<file path="config.mk">
export PLATFORM = sky130hd
export DESIGN_NAME = layer_sequencer_flat
export DESIGN_NICKNAME = d
export VERILOG_FILES = /design/src/rtl/layer_seq_pkg.sv /design/src/rtl/layer_sequencer_if.sv /design/src/rtl/out_to_in_sat.sv /design/src/rtl/layer_sequencer.sv /design/src/flat_wrapper.sv
export SDC_FILE = /design/constraint.sdc
export NUM_CORES = 1
export LEC_CHECK = 0
export CORE_MARGIN = 5
export CORE_UTILIZATION = 41
export CTS_CLUSTER_SIZE = 20
export DETAILED_ROUTE_END_ITERATION = 10
export PLACE_DENSITY = 0.8
export SLEW_MARGIN = 25
export SYNTH_ARGS = -nofsm -noshare
export SYNTH_HDL_FRONTEND = slang
export SYNTH_SLANG_ARGS = --single-unit
</file>
<file path="constraint.sdc">
create_clock -name clk -period 2.7 [get_ports clk]
set_clock_uncertainty 0.1 [all_clocks]
set_input_delay 0.675 -clock clk [delete_from_list [all_inputs] [get_ports clk]]
set_output_delay 0.675 -clock clk [all_outputs]
set_load 0.01 [all_outputs]
</file>
<file path="src/rtl/layer_seq_pkg.sv">
// Shared types and width helpers for the layer sequencer and its interface.
package layer_seq_pkg;

  typedef enum logic [2:0] {
    IDLE,
    FETCH,
    START,
    SETTLE,
    WAIT,
    STORE,
    DONE
  } state_e;

  // Bits needed to hold a neuron count 0..n.
  function automatic int cnt_w(input int n);
    return $clog2(n + 1);
  endfunction

  // Bits needed to index n layers, never less than one.
  function automatic int layer_w(input int n);
    return (n > 1) ? $clog2(n) : 1;
  endfunction

endpackage

</file>
<file path="src/rtl/layer_sequencer_if.sv">
// Bus between the sequencer (master) and the shared layer datapath plus weight memory (slave).
interface layer_sequencer_if
  import layer_seq_pkg::*;
#(
  parameter int NUM_LAYERS  = 3,
  parameter int NUM_NEURON  = 6,
  parameter int NUM_INPUTS  = 6,
  parameter int INPUT_SIZE  = 9,
  parameter int OUTPUT_SIZE = 10
);

  localparam int LAYER_W = layer_w(NUM_LAYERS);

  logic [LAYER_W-1:0]                weight_layer;
  logic                              layer_start;
  logic [NUM_NEURON-1:0]             layer_active;
  logic [NUM_INPUTS*INPUT_SIZE-1:0]  layer_inputs;
  logic [NUM_NEURON*OUTPUT_SIZE-1:0] layer_values;
  logic [NUM_NEURON-1:0]             layer_valid;

  modport master (
    output weight_layer, layer_start, layer_active, layer_inputs,
    input  layer_values, layer_valid
  );

  modport slave (
    input  weight_layer, layer_start, layer_active, layer_inputs,
    output layer_values, layer_valid
  );

endinterface

</file>
<file path="src/rtl/out_to_in_sat.sv">
// Unsigned width converter from a neuron output to a layer input: saturates when narrowing, zero-extends otherwise.
module out_to_in_sat #(
  parameter int IN_W  = 10,
  parameter int OUT_W = 9
) (
  input  logic [IN_W-1:0]  value_i,
  output logic [OUT_W-1:0] value_o
);

  generate
    if (IN_W > OUT_W) begin : g_sat
      assign value_o = (|value_i[IN_W-1:OUT_W]) ? '1 : value_i[OUT_W-1:0];
    end else begin : g_ext
      assign value_o = OUT_W'(value_i);
    end
  endgenerate

endmodule

</file>
<file path="src/rtl/layer_sequencer.sv">
// Runs NUM_LAYERS logical layers through one shared layer instance, feeding outputs back as inputs.
// Optional WAIT timeout with sticky error flag is built when LAYER_SEQ_TIMEOUT_EN is defined.
module layer_sequencer
  import layer_seq_pkg::*;
#(
  parameter int  NUM_LAYERS    = 3,
  parameter int  NUM_NEURON    = 6,
  parameter int  NUM_INPUTS    = 6,
  parameter int  INPUT_SIZE    = 9,
  parameter int  OUTPUT_SIZE   = 10,
  parameter int  SETTLE_CYCLES = 2,
  parameter int  TIMEOUT       = 1023,
  localparam int CNT_W         = cnt_w(NUM_NEURON),
  localparam int LAYER_W       = layer_w(NUM_LAYERS)
) (
  input  logic                              clk,
  input  logic                              rst,
  input  logic                              start,
  input  logic [NUM_INPUTS*INPUT_SIZE-1:0]  in_vector,
  input  logic [NUM_LAYERS*CNT_W-1:0]       layer_sizes,
  layer_sequencer_if.master                 lyr,
  output logic                              busy,
  output logic                              done,
  output logic [NUM_NEURON*OUTPUT_SIZE-1:0] result,
  output logic                              error
);

  localparam int                 SET_W = (SETTLE_CYCLES > 1) ? $clog2(SETTLE_CYCLES) : 1;
  localparam logic [LAYER_W-1:0] LAST  = LAYER_W'(NUM_LAYERS - 1);

  typedef logic [NUM_NEURON-1:0] mask_t;

  state_e                                 state_q, state_d;
  logic [LAYER_W-1:0]                     layer_q, layer_d;
  mask_t                                  active_q, active_d;
  logic [NUM_INPUTS-1:0][INPUT_SIZE-1:0]  fb_q, fb_d;
  logic [NUM_NEURON-1:0][OUTPUT_SIZE-1:0] result_q, result_d;
  logic [SET_W-1:0]                       settle_q, settle_d;
  logic                                   start_q, start_d;
  logic                                   busy_q, busy_d;
  logic                                   done_q, done_d;

  logic [NUM_NEURON-1:0][OUTPUT_SIZE-1:0] values;
  logic [NUM_NEURON-1:0][OUTPUT_SIZE-1:0] masked;
  logic [NUM_NEURON-1:0][INPUT_SIZE-1:0]  conv;
  logic [CNT_W-1:0]                       sizes [NUM_LAYERS];
  logic                                   layer_ok;

`ifdef LAYER_SEQ_TIMEOUT_EN
  localparam int TO_W = $clog2(TIMEOUT + 1);
  logic [TO_W-1:0] wait_q, wait_d;
  logic            error_q, error_d;
`endif

  // Counts above NUM_NEURON saturate to a full mask since every lane index is below them.
  function automatic mask_t mask_of(input logic [CNT_W-1:0] size);
    mask_t m;
    for (int j = 0; j < NUM_NEURON; j++) m[j] = (j < int'(size));
    return m;
  endfunction

  for (genvar k = 0; k < NUM_LAYERS; k++) begin : g_size
    assign sizes[k] = layer_sizes[k*CNT_W +: CNT_W];
  end

  assign values = lyr.layer_values;

  for (genvar j = 0; j < NUM_NEURON; j++) begin : g_lane
    out_to_in_sat #(
      .IN_W  (OUTPUT_SIZE),
      .OUT_W (INPUT_SIZE)
    ) u_sat (
      .value_i (values[j]),
      .value_o (conv[j])
    );
    assign masked[j] = active_q[j] ? values[j] : '0;
  end

  assign layer_ok = ((lyr.layer_valid & active_q) == active_q);

  always_comb begin
    // NOTE: every variable gets its hold value first so no path through the case infers a latch.
    state_d  = state_q;
    layer_d  = layer_q;
    active_d = active_q;
    fb_d     = fb_q;
    result_d = result_q;
    settle_d = settle_q;
`ifdef LAYER_SEQ_TIMEOUT_EN
    wait_d   = (state_q == WAIT) ? wait_q : '0;
    error_d  = error_q;
`endif

    unique case (state_q)
      IDLE: begin
        if (start) begin
          fb_d     = in_vector;
          layer_d  = '0;
          active_d = mask_of(sizes[0]);
          state_d  = FETCH;
`ifdef LAYER_SEQ_TIMEOUT_EN
          error_d  = 1'b0;
`endif
        end
      end
      FETCH: state_d = START;
      START: begin
        settle_d = '0;
        state_d  = (SETTLE_CYCLES == 0) ? WAIT : SETTLE;
      end
      SETTLE: begin
        if (settle_q == SET_W'(SETTLE_CYCLES - 1)) state_d = WAIT;
        else settle_d = settle_q + SET_W'(1);
      end
      WAIT: begin
        if (layer_ok) begin
          state_d = STORE;
`ifdef LAYER_SEQ_TIMEOUT_EN
        end else if (wait_q == TO_W'(TIMEOUT - 1)) begin
          error_d  = 1'b1;
          result_d = masked;
          state_d  = DONE;
        end else begin
          wait_d = wait_q + TO_W'(1);
`endif
        end
      end
      STORE: begin
        for (int j = 0; j < NUM_INPUTS; j++) fb_d[j] = '0;
        for (int j = 0; j < NUM_NEURON; j++) if (active_q[j]) fb_d[j] = conv[j];
        if (layer_q == LAST) begin
          result_d = masked;
          state_d  = DONE;
        end else begin
          layer_d  = layer_q + LAYER_W'(1);
          active_d = mask_of(sizes[layer_q + LAYER_W'(1)]);
          state_d  = FETCH;
        end
      end
      DONE:    state_d = IDLE;
      default: state_d = IDLE;
    endcase

    // Handshake outputs are registered off the next state so they line up with it glitch-free.
    start_d = (state_d == START);
    busy_d  = state_d inside {FETCH, START, SETTLE, WAIT, STORE};
    done_d  = (state_d == DONE);
  end

  always_ff @(posedge clk) begin
    // NOTE: the feedback buffer and result are reset too, so every output reads 0 right after rst.
    if (rst) begin
      state_q  <= IDLE;
      layer_q  <= '0;
      active_q <= '0;
      fb_q     <= '0;
      result_q <= '0;
      settle_q <= '0;
      start_q  <= 1'b0;
      busy_q   <= 1'b0;
      done_q   <= 1'b0;
`ifdef LAYER_SEQ_TIMEOUT_EN
      wait_q   <= '0;
      error_q  <= 1'b0;
`endif
    end else begin
      // NOTE: non-blocking so every register samples the pre-edge values computed above.
      state_q  <= state_d;
      layer_q  <= layer_d;
      active_q <= active_d;
      fb_q     <= fb_d;
      result_q <= result_d;
      settle_q <= settle_d;
      start_q  <= start_d;
      busy_q   <= busy_d;
      done_q   <= done_d;
`ifdef LAYER_SEQ_TIMEOUT_EN
      wait_q   <= wait_d;
      error_q  <= error_d;
`endif
    end
  end

  assign lyr.weight_layer = layer_q;
  assign lyr.layer_start  = start_q;
  assign lyr.layer_active = active_q;
  assign lyr.layer_inputs = fb_q;
  assign busy             = busy_q;
  assign done             = done_q;
  assign result           = result_q;

`ifdef LAYER_SEQ_TIMEOUT_EN
  assign error = error_q;
`else
  assign error = 1'b0;
`endif

endmodule

</file>
<file path="src/flat_wrapper.sv">
// flat-port wrapper written by rule: the top's interface ports become plain ports
module layer_sequencer_flat import layer_seq_pkg::*;
#(
  parameter int  NUM_LAYERS    = 3,
  parameter int  NUM_NEURON    = 6,
  parameter int  NUM_INPUTS    = 6,
  parameter int  INPUT_SIZE    = 9,
  parameter int  OUTPUT_SIZE   = 10,
  parameter int  SETTLE_CYCLES = 2,
  parameter int  TIMEOUT       = 1023,
  localparam int CNT_W         = cnt_w(NUM_NEURON),
  localparam int LAYER_W       = layer_w(NUM_LAYERS)
)
  (clk, rst, start, in_vector, layer_sizes, busy, done, result, error, lyr_weight_layer, lyr_layer_start, lyr_layer_active, lyr_layer_inputs, lyr_layer_values, lyr_layer_valid);
  layer_sequencer_if #(.NUM_LAYERS(NUM_LAYERS), .NUM_NEURON(NUM_NEURON), .NUM_INPUTS(NUM_INPUTS), .INPUT_SIZE(INPUT_SIZE), .OUTPUT_SIZE(OUTPUT_SIZE)) lyr_i ();
  input  logic clk;
  input  logic rst;
  input  logic start;
  input  logic [NUM_INPUTS*INPUT_SIZE-1:0] in_vector;
  input  logic [NUM_LAYERS*CNT_W-1:0] layer_sizes;
  output logic busy;
  output logic done;
  output logic [NUM_NEURON*OUTPUT_SIZE-1:0] result;
  output logic error;
  output wire logic [$bits(lyr_i.weight_layer)-1:0] lyr_weight_layer;
  output wire logic [$bits(lyr_i.layer_start)-1:0] lyr_layer_start;
  output wire logic [$bits(lyr_i.layer_active)-1:0] lyr_layer_active;
  output wire logic [$bits(lyr_i.layer_inputs)-1:0] lyr_layer_inputs;
  input wire logic [$bits(lyr_i.layer_values)-1:0] lyr_layer_values;
  input wire logic [$bits(lyr_i.layer_valid)-1:0] lyr_layer_valid;
  assign lyr_weight_layer = lyr_i.weight_layer;
  assign lyr_layer_start = lyr_i.layer_start;
  assign lyr_layer_active = lyr_i.layer_active;
  assign lyr_layer_inputs = lyr_i.layer_inputs;
  assign lyr_i.layer_values = lyr_layer_values;
  assign lyr_i.layer_valid = lyr_layer_valid;
  layer_sequencer #(.NUM_LAYERS(NUM_LAYERS), .NUM_NEURON(NUM_NEURON), .NUM_INPUTS(NUM_INPUTS), .INPUT_SIZE(INPUT_SIZE), .OUTPUT_SIZE(OUTPUT_SIZE), .SETTLE_CYCLES(SETTLE_CYCLES), .TIMEOUT(TIMEOUT)) u_core (.clk(clk), .rst(rst), .start(start), .in_vector(in_vector), .layer_sizes(layer_sizes), .lyr(lyr_i), .busy(busy), .done(done), .result(result), .error(error));
endmodule
</file>
Yosys cells after proc, flatten, opt, wreduce, memory -nomap -nowiden --
Index checks and enable logic that the tools add are counted.
Cells by class: add/subtract/negate cells 2, multipliers 0, divide/modulo/power cells 0, order comparisons 13, equality and inequality tests 15, shifts and indexed selects 0, muxes and demuxes 36, bitwise logic cells 2, reductions and logical operators 7
Operators by type and width (count):
- $mux 9 | 12
- $pmux 54 s2 | 1
- $mux 10 | 6
- $mux 54 | 1
- $mux 3 | 6
- $pmux 3 s6 | 1
- $eq 3x3->1 const B | 5
- $eq 3x2->1 const B | 4
- $lt 1x3->1 const A | 4
- $lt 2x3->1 const A | 4
- $lt 3x3->1 const A | 4
- $mux 6 | 2
- $pmux 6 s2 | 1
- $and 6x6->6 | 1
- $bmux 3 s2 | 1
- $eq 3x1->1 const B | 2
- $eq 6x6->1 | 1
- $reduce_bool 5->1 | 1
- $mux 2 | 2
- $ne 2x2->1 const B | 2
- $pmux 2 s2 | 1
- $reduce_and 2->1 | 2
- $reduce_bool 2->1 | 2
- $ge 3x3->1 const B | 1
- other kinds (8) | 8
Storage, ports and cells: bits in registers 129, bits in latches 0, bits in writable memories 0, bits in read-only memories 0, output and inout bits 126, word-level logic and storage cells 94, memories kept 0

Depth between registers and ports, before layout --
depth after elaboration 8, depth in mapped cells 8, gate-level depth less buffers 7

Cells and area by module --
A second synthesis with hierarchy kept.
Second synthesis, totals: cells, all modules 731, area, all modules 6485.0 sq um
By module, submodules not included:
- layer_sequencer | times used 1, cells each 677, area an instance 6147.1 sq um
- out_to_in_sat | times used 6, cells each 9, area an instance 56.3 sq um

Least setup slack after synthesis --
No wires, ideal clock.
path kind register to register, from reg u_core.layer_q[0], in the netlist u_core.lyr.weight_layer[0], to reg u_core.active_q[4], in the netlist u_core.lyr.layer_active[4], setup time 136 ps, data arrival time 1931 ps, data required time 2464 ps, setup slack 533 ps, stages on the path, launching flop included 8, path buffers 0, clock period less this slack 2167 ps, cell sequence dfxtp_1 > inv_1 > ha_1 > mux2_2 > a22oi_1 > nor3_1 > a311oi_1 > a211oi_1
On the way: cells in the longest elaborated chain, start to end 8, elaborated cells between the ends (all ways) 11, classes of those cells add/sub: 1; order compare: 1; eq/ne: 2; mux: 5; bitwise: 1; reduce/logical: 1
Ends and longest elaborated chain:
- from (decl) | RTL line layer_sequencer.sv:34 | logic [LAYER_W-1:0] layer_q, layer_d;
- from (signal assigned) | RTL line layer_sequencer.sv:169 | layer_q <= layer_d;
- $add 2x1->2 | RTL line layer_sequencer.sv:136 | active_d = mask_of(sizes[layer_q + LAYER_W'(1)]);
- $not 2->3 (implied by the code) | RTL line layer_sequencer.sv:136
- $bmux 3 s2 | RTL line layer_sequencer.sv:136
- $mux 3 (implied by the code) (2 in series) | RTL line layer_sequencer.sv:136
- $lt 3x3->1 | RTL line layer_sequencer.sv:58 | for (int j = 0; j < NUM_NEURON; j++) m[j] = (j < int'(size));
- $mux 6 | RTL line layer_sequencer.sv:131 | if (layer_q == LAST) begin
- $pmux 6 s2 | RTL line layer_sequencer.sv:94 | unique case (state_q)
- to (signal assigned) | RTL line layer_sequencer.sv:170 | active_q <= active_d;
- to (decl) | RTL line layer_sequencer.sv:35 | mask_t active_q, active_d;
Parallel ways exist; a longest one is shown, timed or not. The select of a mux whose other input is x is not followed. A chain may end at the register's enable or synchronous reset.

Final worst setup path --
from reg u_core.state_q[0], to reg u_core.fb_q (netlist bit u_core.lyr.layer_inputs[8])
On the way: cells in the longest elaborated chain, start to end 3, elaborated cells between the ends (all ways) 6, classes of those cells eq/ne: 2; mux: 1; reduce/logical: 3
Ends and longest elaborated chain:
- from (decl) | RTL line layer_sequencer.sv:33 | state_e state_q, state_d;
- from (signal assigned) | RTL line layer_sequencer.sv:168 | state_q <= state_d;
- $eq 3x3->1 / $logic_not 3->1 (equally long branches) | RTL line layer_sequencer.sv:94
- $reduce_bool 2->1 (no line) / $ne 2x2->1 (equally long branches)
- $reduce_and 2->1 (no line)
- to (signal assigned) | RTL line layer_sequencer.sv:156 | fb_q <= '0;
- to (signal assigned) | RTL line layer_sequencer.sv:171 | fb_q <= fb_d;
- to (decl) | RTL line layer_sequencer.sv:36 | logic [NUM_INPUTS-1:0][INPUT_SIZE-1:0] fb_q, fb_d;
Parallel ways exist; a longest one is shown, timed or not.

==> flow_metrics.py <==
metrics = {
    "status": {
        "outcome": "finished clean",
    },
    "placement": {
        "io_buffers": 256,
        "gp_congestion": 0.874,
        "place_inst": 1068,
        "postPlaceCellArea_um2": 8130,
        "hpwlAfterDp_um": 13400,
    },
    "synthesis": {
        "synth_area_leaders": "dfxtp_1 (48%), nand2_1 (8.9%), a2111oi_1 (8.7%), nor2_1 (7.9%), a21oi_1 (7.2%)",
        "ys_seq_area_share_pct": 47.7,
        "syn_inst": 672,
        "synth-seq-cells": 129,
        "yosysWarnings": 0,
        "synthArstFlopShare_pct": 0,
        "yosys.area.top_type": "dfxtp_1",
        "synth_commonest_cells": "dfxtp_1 (129), nand2_1 (128), nor2_1 (114), a21oi_1 (78), nand3_1 (64)",
        "ys.flop_type": "dfxtp_1",
        "synth_most_common_cell": "dfxtp_1",
        "syn_area_per_cell_um2": 8.06,
        "synth_cell_types": 43,
        "synth_area_um2": 5410,
        "synth_nets": 805,
        "synth-edff-count": 0,
        "synth_top_area_share_pct": 47.7,
    },
    "final_layout": {
        "final_area_um2": 8720,
        "multi_input_area_um2": 2520,
        "nFillCells": 1079,
        "utilization_pct": 66.6,
        "drive_gt1_share_pct": 6.71,
        "syn_to_final_growth_pct": 61.0,
        "final_cells": 1100,
        "fin_nets": 1044,
        "seq_area_um2": 2580,
        "diodes": 0,
    },
    "floorplan": {
        "die_x_um": 125,
        "die_h_um": 125,
        "core-area_um2": 13100,
        "die-area_um2": 15600,
        "io_pins": 258,
        "start_util_pct": 41.4,
        "rows": 42,
    },
    "drt": {
        "detail_route.vias_per_cell": 5.28,
        "drc": 0,
        "post_drt_wl_per_cell_um": 17.0,
        "firstDrtPassIters": 5,
        "drt-initial-drc-count": 370,
        "antenna_left": 0,
        "detail_route.wirelength_um": 18700,
        "vias": 5807,
    },
    "clocking": {
        "ctsHoldBuffers": 0,
        "path_clk_slew_ns": 0.05,
        "clock_sinks": 129,
        "clock-root-buffer": "clkbuf_16",
        "cts_setup_buffers": 0,
        "cts_buffers": 17,
        "cts_resized": 0,
        "clock_path_buffers": 2,
        "ctsHtreeMaxLevel": 4,
        "clk_latency_ns": 0.41,
        "cts_tree": "done",
    },
    "worst_hold_path": {
        "worstHoldStart": "u_core.result[27]$_SDFFE_PP0N_",
        "hold_path_class": "register to register",
        "hold_end": "u_core.result[27]$_SDFFE_PP0N_",
        "whs_path_depth": 2,
    },
    "power_and_ir_drop": {
        "p_leak_uw": 0.00298,
        "power-per-cell-area_nw_per_um2": 607,
        "total_power_uw": 5290,
        "vdd_drop_max_uv": 290,
    },
    "critical_path": {
        "r2r_cells": 4,
        "cp-start-kind": "register",
        "cp.required_ns": 2.84,
        "cpPeakStageDelay_ns": 0.57,
        "reg2reg_to": "u_core.lyr.layer_inputs[8]$_SDFFE_PP0P_",
        "critical_path_class": "register to register",
        "path_cells": "nand3_1 > buf_4 > a21oi_1 > a2111oi_0",
        "crit_slowest_cell": "dfxtp_1",
        "worstPathMaxFanout": 11,
        "reg2reg_slack_ns": 0.38,
        "arrival_ns": 2.46,
        "critPathCaptureType": "register",
        "r2r_start": "u_core.state_q[0]$_SDFF_PP0_",
    },
    "sta": {
        "worstMarginPinSlew_ns": 0.888,
        "tns_ns": 0,
        "maxSlewViolCount": 0,
        "max_slew_margin_pct": 40.8,
        "hold_viol": 0,
        "min_period_ns": 2.32,
        "finalSetupViolations": 0,
        "period_share_pct": 86.0,
        "rsz0062_at_grt": "no",
        "fmax_mhz": 431,
    },
    "global_routing": {
        "gr-total-overflow": 0,
        "antenna_found_initial": 0,
        "grt_pass1_vias": 5542,
        "grt_pass1_wl_um": 29100,
        "grt_util_all_layers_pct": 23.0,
        "grt_max_degree": 60,
    },
    "flow_run": {
        "cap_violations": 0,
    },
}
[area by class of cell]
| type | count | area share (%) |
|---|---|---|
| well taps | 176 | 2.53 |
| multi-input cells | 481 | 29.0 |
| inverters | 8 | 0.344 |
| repair buffers | 274 | 31.8 |
| flip-flops and latches | 129 | 29.6 |
| clock buffers | 22 | 5.21 |
| clock inverters | 10 | 1.55 |
[critical path, delay by kind of cell (launching register included)]
family	cells	cell delay [ns]
compound gates	2	0.75
flops	1	0.57
simple gates	1	0.41
buf+inv	1	0.32
[per-stage QoR]
step                setup slack, ns  hold slack [ns]
global route                  0.234            0.368
floorplan                     0.533            0.374
global placement             0.0823            0.341
detailed placement           0.0221            0.346
CTS                           0.360            0.353
finish                        0.379            0.350
[routing by layer]
layer	share of wire, %	vias to the layer above	routed length, µm	global-route usage, %
li1	-	2826	-	-
met1	40	2679	7520	27.0
met3	11	33	1980	9.52
met4	2.3	0	434	8.35
met2	47	269	8790	37.8
met5	0	-	0	0
[how the worst max path moves through the flow]
stage,start,endpoint,slack (ns),cells past startpoint
floorplan,u_core.lyr.weight_layer[0]$_SDFFE_PP0P_,u_core.lyr.layer_active[4]$_SDFFE_PP0P_,0.53,7
global placement,start,u_core.lyr.layer_inputs[8]$_SDFFE_PP0P_,0.08,6
detailed placement,start,u_core.lyr.layer_inputs[8]$_SDFFE_PP0P_,0.02,6
CTS,u_core.state_q[0]$_SDFF_PP0_,u_core.lyr.layer_inputs[8]$_SDFFE_PP0P_,0.36,4
global route,u_core.state_q[0]$_SDFF_PP0_,u_core.lyr.layer_inputs[12]$_SDFFE_PP0P_,0.23,4
finish,u_core.state_q[0]$_SDFF_PP0_,u_core.lyr.layer_inputs[8]$_SDFFE_PP0P_,0.38,4
[registers in the layout, summed over array words and instances (netlist names)]
register,cells
u_core.settle_q,1
u_core.lyr.layer_start,1
u_core.state_q,3
u_core.done,1
u_core.busy,1
u_core.lyr.layer_active,6
u_core.lyr.weight_layer,2
u_core.result,60
u_core.lyr.layer_inputs,54
[placed cells by master, fill, tap and decap left out, drive strengths merged, types with 2 or more instances in the layout]
cell type / count
o211ai: 2
a2111oi: 55
nand2: 128
mux2: 3
a22oi: 2
bufinv: 3
nor2: 116
nand2b: 2
mux2i: 2
buf: 19
clkbuf: 22
inv: 8
clkdlybuf4s50: 255
nand3: 65
o311ai: 2
nor2b: 3
o21ai: 3
a211oi: 2
clkinv: 6
dfxtp: 129
nor3: 4
a21oi: 79
[logic make-up (layout without fill, tap and decap cells)]
kind of cell | after synthesis | after routing | share of synthesized area (%)
fa+ha+maj | 1 | 1 | 0.231
buf+inv | 62 | 314 | 5.80
other cells | 1 | 1 | 0.0693
mux | 5 | 5 | 0.994
flops | 129 | 129 | 47.7
simple gates | 322 | 322 | 24.7
compound gates | 152 | 152 | 20.5
[report_power, final]
group	total [µW]	leakage [µW]	switching [µW]	internal (µW)
clock	2290	0.000288	817	1470
sequential	2080	0.00105	70.8	2010
combinational	921	0.00164	425	497
total	5290	0.00298	1310	3980
Note: power is estimated with default switching activity, not from simulation.
